$ cat config.mk
export PLATFORM = sky130hd
export DESIGN_NAME = video_timing_gen
export DESIGN_NICKNAME = d
export VERILOG_FILES = /design/src/rtl/video_timing_gen.sv
export SDC_FILE = /design/constraint.sdc
export NUM_CORES = 1
export LEC_CHECK = 0
export BUFFER_PORTS_ARGS = -buffer_cell sky130_fd_sc_hd__buf_4
export CAP_MARGIN = 0
export CORE_MARGIN = 2
export CORE_UTILIZATION = 40
export DETAILED_ROUTE_END_ITERATION = 7
export PLACE_DENSITY = 0.66
export RECOVER_POWER = 25
export SLEW_MARGIN = 5
export SYNTH_ARGS = -nofsm -noshare
export SYNTH_HDL_FRONTEND = slang
export SYNTH_SLANG_ARGS = --single-unit
$ cat constraint.sdc
create_clock -name clk -period 3.8 [get_ports clk]
set_input_delay 0.38 -clock clk [delete_from_list [all_inputs] [get_ports clk]]
set_output_delay 0.38 -clock clk [all_outputs]
set_load 0.03 [all_outputs]
$ cat src/rtl/video_timing_gen.sv
// Raster timing generator: free-running x/y counters, sync/blanking decode and
// a delay line that keeps hsync/vsync/de aligned with the registered colour.
module video_timing_gen #(
  parameter int H_ACTIVE   = 1024,
  parameter int H_FP       = 24,
  parameter int H_SYNC     = 136,
  parameter int H_BP       = 160,
  parameter int V_ACTIVE   = 768,
  parameter int V_FP       = 3,
  parameter int V_SYNC     = 6,
  parameter int V_BP       = 29,
  parameter int SYNC_POL   = 0,
  parameter int PIPE_DELAY = 1
) (
  input  logic        clk,
  input  logic        rst,
  input  logic        pix_en,
  input  logic [7:0]  r_in,
  input  logic [7:0]  g_in,
  input  logic [7:0]  b_in,
  output logic [10:0] x,
  output logic [9:0]  y,
  output logic        frame_start,
  output logic        hsync,
  output logic        vsync,
  output logic        de,
  output logic [7:0]  r,
  output logic [7:0]  g,
  output logic [7:0]  b
);

  localparam int H_TOTAL = H_ACTIVE + H_FP + H_SYNC + H_BP;
  localparam int V_TOTAL = V_ACTIVE + V_FP + V_SYNC + V_BP;

  // One extra bit so H_TOTAL=2048 / V_TOTAL=1024 boundaries compare cleanly.
  localparam logic [11:0] H_LAST = 12'(H_TOTAL - 1);
  localparam logic [11:0] H_ACT  = 12'(H_ACTIVE);
  localparam logic [11:0] HS_BEG = 12'(H_ACTIVE + H_FP);
  localparam logic [11:0] HS_END = 12'(H_ACTIVE + H_FP + H_SYNC);
  localparam logic [10:0] V_LAST = 11'(V_TOTAL - 1);
  localparam logic [10:0] V_ACT  = 11'(V_ACTIVE);
  localparam logic [10:0] VS_BEG = 11'(V_ACTIVE + V_FP);
  localparam logic [10:0] VS_END = 11'(V_ACTIVE + V_FP + V_SYNC);

  localparam logic SYNC_ON  = (SYNC_POL != 0);
  localparam logic SYNC_OFF = !SYNC_ON;

  logic [10:0] x_reg, x_next;
  logic [9:0]  y_reg, y_next;
  logic [11:0] x_ext;
  logic [10:0] y_ext;

  assign x_ext = {1'b0, x_reg};
  assign y_ext = {1'b0, y_reg};

  always_comb begin
    x_next = x_reg;
    y_next = y_reg;
    if (pix_en) begin
      if (x_ext == H_LAST) begin
        x_next = '0;
        if (y_ext == V_LAST) begin
          y_next = '0;
        end else begin
          y_next = y_reg + 10'd1;
        end
      end else begin
        x_next = x_reg + 11'd1;
      end
    end
  end

  always_ff @(posedge clk or negedge rst) begin
    if (!rst) begin
      x_reg <= '0;
      y_reg <= '0;
    end else begin
      x_reg <= x_next;
      y_reg <= y_next;
    end
  end

  assign frame_start = pix_en && (x_reg == 11'd0) && (y_reg == 10'd0);

  logic de_raw, hs_raw, vs_raw;

  assign de_raw = (x_ext < H_ACT) && (y_ext < V_ACT);
  assign hs_raw = ((x_ext >= HS_BEG) && (x_ext < HS_END)) ? SYNC_ON : SYNC_OFF;
  assign vs_raw = ((y_ext >= VS_BEG) && (y_ext < VS_END)) ? SYNC_ON : SYNC_OFF;

  // Stage 0 captures the raw decode; stage PIPE_DELAY-1 drives the outputs.
  logic de_pipe [PIPE_DELAY];
  logic hs_pipe [PIPE_DELAY];
  logic vs_pipe [PIPE_DELAY];

  for (genvar gi = 0; gi < PIPE_DELAY; gi++) begin : g_stage
    logic de_src, hs_src, vs_src;

    if (gi == 0) begin : g_head
      assign de_src = de_raw;
      assign hs_src = hs_raw;
      assign vs_src = vs_raw;
    end else begin : g_tail
      assign de_src = de_pipe[gi-1];
      assign hs_src = hs_pipe[gi-1];
      assign vs_src = vs_pipe[gi-1];
    end

    always_ff @(posedge clk or negedge rst) begin
      if (!rst) begin
        de_pipe[gi] <= 1'b0;
        hs_pipe[gi] <= SYNC_OFF;
        vs_pipe[gi] <= SYNC_OFF;
      end else if (pix_en) begin
        de_pipe[gi] <= de_src;
        hs_pipe[gi] <= hs_src;
        vs_pipe[gi] <= vs_src;
      end
    end
  end

  // de of the pixel whose colour is on r_in/g_in/b_in right now; it lands in
  // the last stage on the same edge the colour is registered.
  logic de_pre;

  if (PIPE_DELAY == 1) begin : g_pre_raw
    assign de_pre = de_raw;
  end else begin : g_pre_pipe
    assign de_pre = de_pipe[PIPE_DELAY-2];
  end

  logic [7:0] rgb_in  [3];
  logic [7:0] rgb_reg [3];

  assign rgb_in[0] = r_in;
  assign rgb_in[1] = g_in;
  assign rgb_in[2] = b_in;

  for (genvar gi = 0; gi < 3; gi++) begin : g_colour
    always_ff @(posedge clk or negedge rst) begin
      if (!rst) begin
        rgb_reg[gi] <= '0;
      end else if (pix_en) begin
        rgb_reg[gi] <= de_pre ? rgb_in[gi] : 8'h00;
      end
    end
  end

  assign x     = x_reg;
  assign y     = y_reg;
  assign hsync = hs_pipe[PIPE_DELAY-1];
  assign vsync = vs_pipe[PIPE_DELAY-1];
  assign de    = de_pipe[PIPE_DELAY-1];
  assign r     = rgb_reg[0];
  assign g     = rgb_reg[1];
  assign b     = rgb_reg[2];

endmodule
==> results.yml <==
outcome:
  outcome: "complete, but fails checks"
  violations: "max-capacitance violations, max-slew violations"
detailed_routing:
  wl_per_cell_um: 15.1
  wl_met1_um: 2430
  dr_wl_met2_um: 2550
  met3_length_um: 287
  drt_wl_total_um: 5330
  viasPerCell: 5.40
  vias: 1902
  drtIter0Drc: 120
  top_layer: "met4"
  drc: 0
  ant_nets: 0
  drtPass1Iterations: 4
setup_path:
  start_kind: "flop"
  cp_cell_sequence: "inv_1, ha_1, or4b_1, nor4_1, and4_1, buf_4"
  crit_path_end_kind: "output pin"
  crit_fanout: 4
  max_stage_delay_ns: 0.44
  path_class: "reg -> out"
  crit_slowest_cell: "or4b_1"
  worstPathRequired_ns: 3.42
  arrival_ns: 1.99
logic_synthesis:
  synth_edf_count: 0
  synth.avg_cell_area_um2: 10.8
  synthMuxAreaShare_pct: 0.437
  synthFlopType: "dfrtp_1"
  synth_xor_xnor_area_share_pct: 2.30
  ys_async_sr_fraction_pct: 100
  yosys-top-cells-area: "dfrtp_1, a22o_1, ha_1"
  yosysTopAreaCell: "dfrtp_1"
  ys_seq_area_share_pct: 52.6
  yosys_warnings: 0
  synth_cell_types: 45
  synthAdderAreaFrac_pct: 3.28
  syn_nets: 244
  synth_top_area_share_pct: 50.3
  synth-seq-cells: 48
  synth_compound_area_share_pct: 17.6
  synth_area_um2: 2290
  yosys.area_share.simple_pct: 18.5
  synth_top_family_by_area: "simple AND/OR/NAND/NOR gates"
  syn-instance-count: 211
power_and_ir_drop:
  switchingPower_w: 0.000346
  p_int_w: 0.000752
  power_frac_comb_pct: 19.0
  irDropWorstVdd_uv: 154
  powerDensity_nw_per_um2: 372
  seqPwrFrac_pct: 54.3
  clkPwrFrac_pct: 26.7
  power_leakage_nw: 1.44
  swShare_pct: 31.5
  power_w: 0.00110
global_routing:
  grt_start_max_net_pins: 49
  grt-ovfl-total: 0
  grt_usage_pct: 17.1
  antenna_found_initial: 0
  grt_pass1_wl_um: 8610
  grt_pass1_vias: 1779
floorplan:
  std_cell_rows: 27
  num_io_pins: 76
  die_y_um: 79.6
  start_util_pct: 41.6
  die_area_um2: 6340
  die_x_um: 79.6
  core_area_um2: 5510
sta:
  post-route-min-period_ns: 2.37
  slew_violations: 49
  period_share_pct: 62.3
  fmax_mhz: 422
  tightest_slew_ns: 2.58
  finalHoldViolations: 0
  setup_viol: 0
  skew_ns: 0.00436
  timing.final.ws_setup_ns: 1.43
  rsz0062_at_grt: "false"
  maxSlewHeadroom_pct: -71.8
  fin_tns_setup_ns: 0
layout:
  drive_gt1_share_pct: 33.2
  largest_register_ffs: 11
  syn2layout_area_growth_pct: 28.9
  multi_input_area_um2: 966
  finalCoreUtilization_pct: 53.6
  final_nets: 313
  final_common_cell: "buf_4"
  fin_cells: 352
  layout_common_cells: "buf_4, dfrtp_1, a22o_1"
  regArea_um2: 1200
  fillers: 518
  diodes: 0
clock_network:
  cts.hold.buffers_added: 0
  clock_path_buffers: 2
  cts_resized: 0
  clk_pin_slew_ns: 0.09
  cts_buffers: 5
  post_cts_buffers: 0
  root_buffer: "clkbuf_8"
  cts_tree: "built"
  cts.sinks: 48
  cts_max_level: 2
  clk_latency_ns: 0.29
place:
  dpl.hpwl_um: 3670
  dp.cells: 345
  place_ws_ns: 1.75
  io_buffers: 75
  gp_congestion: 0.828
run:
  cap_violations: 1
hold_path:
  hold_path_class: "in -> reg"
==> synthesized netlist by cell type, drive strengths merged, types with 3 or more instances <==
library cell / count
buf: 6
or3: 3
inv: 12
nand4: 7
clkbuf: 7
o21ai: 16
dfrtp: 46
a22o: 25
ha: 6
nand2b: 3
nor4: 5
and4: 4
or4b: 3
xnor2: 3
xor2: 3
a21oi: 10
nand3: 12
nor2: 7
and3: 5
nand2: 7
==> per-stage QoR <==
stage	hold WS, ns	instance area [µm²]
final	0.295	2950
after global routing	0.282	2950
after CTS	0.115	2950
after detailed placement	0.439	2870
after global placement	0.437	2870
after floorplan	0.0844	2290
==> power by group through the flow <==
stage	Combinational [W]	Sequential [W]	Clock (W)
finish	0.000209	0.000597	0.000293
global route	0.000228	0.000605	0.000323
CTS	0.000212	0.000597	0.000305
detailed placement	0.000212	0.000607	0
global placement	0.000209	0.000607	0
floorplan	0.0000831	0.000635	0
==> area by class of cell <==
cell class              count  share of cell area [%]
well taps                  72                    3.05
multi-input cells         137                    32.7
inverters                  13                    1.70
clock buffers               5                    2.33
flip-flops and latches     48                    40.8
repair buffers             75                    19.0
clock inverters             2                   0.424
==> critical path: cells and delay by family, from the launching register on <==
| kind | cells | cell delay [ns] |
|---|---|---|
| and+or+nand+nor | 3 | 0.85 |
| DFF | 1 | 0.42 |
| buffers and inverters | 2 | 0.28 |
| adders and majority gates | 1 | 0.15 |
==> path summary, 6_finish.rpt <==
kind | from | endpoint | slack [ns] | cells past startpoint
max in group asynchronous | rst | b[6]$_DFFE_PN0P_ | 1.46 | 1
worst min-delay path | b_in[0] | b[0]$_DFFE_PN0P_ | 0.30 | 2
worst max-delay path | x[0]$_DFFE_PN0P_ | frame_start | 1.43 | 6
worst min register to register | de$_DFFE_PN0P_ | de$_DFFE_PN0P_ | 0.49 | 1
worst max register to register | x[7]$_DFFE_PN0P_ | y[7]$_DFFE_PN0P_ | 1.72 | 4
min in group asynchronous | rst | y[3]$_DFFE_PN0P_ | 0.89 | 1
==> routing by layer <==
metal	global-route usage [%]	vias to the layer above
li1	-	919
met1	23.8	925
met2	27.2	53
met3	2.83	5
met4	5.17	0
met5	0	-
==> cells by family after synthesis <==
kind of cell    Yosys count
flops                    48
simple gates             66
compound gates           58
fa+ha+maj                 6
xor+xnor                  6
mux                       1
buf+inv                  26
Power figures use the tool's default switching activity.
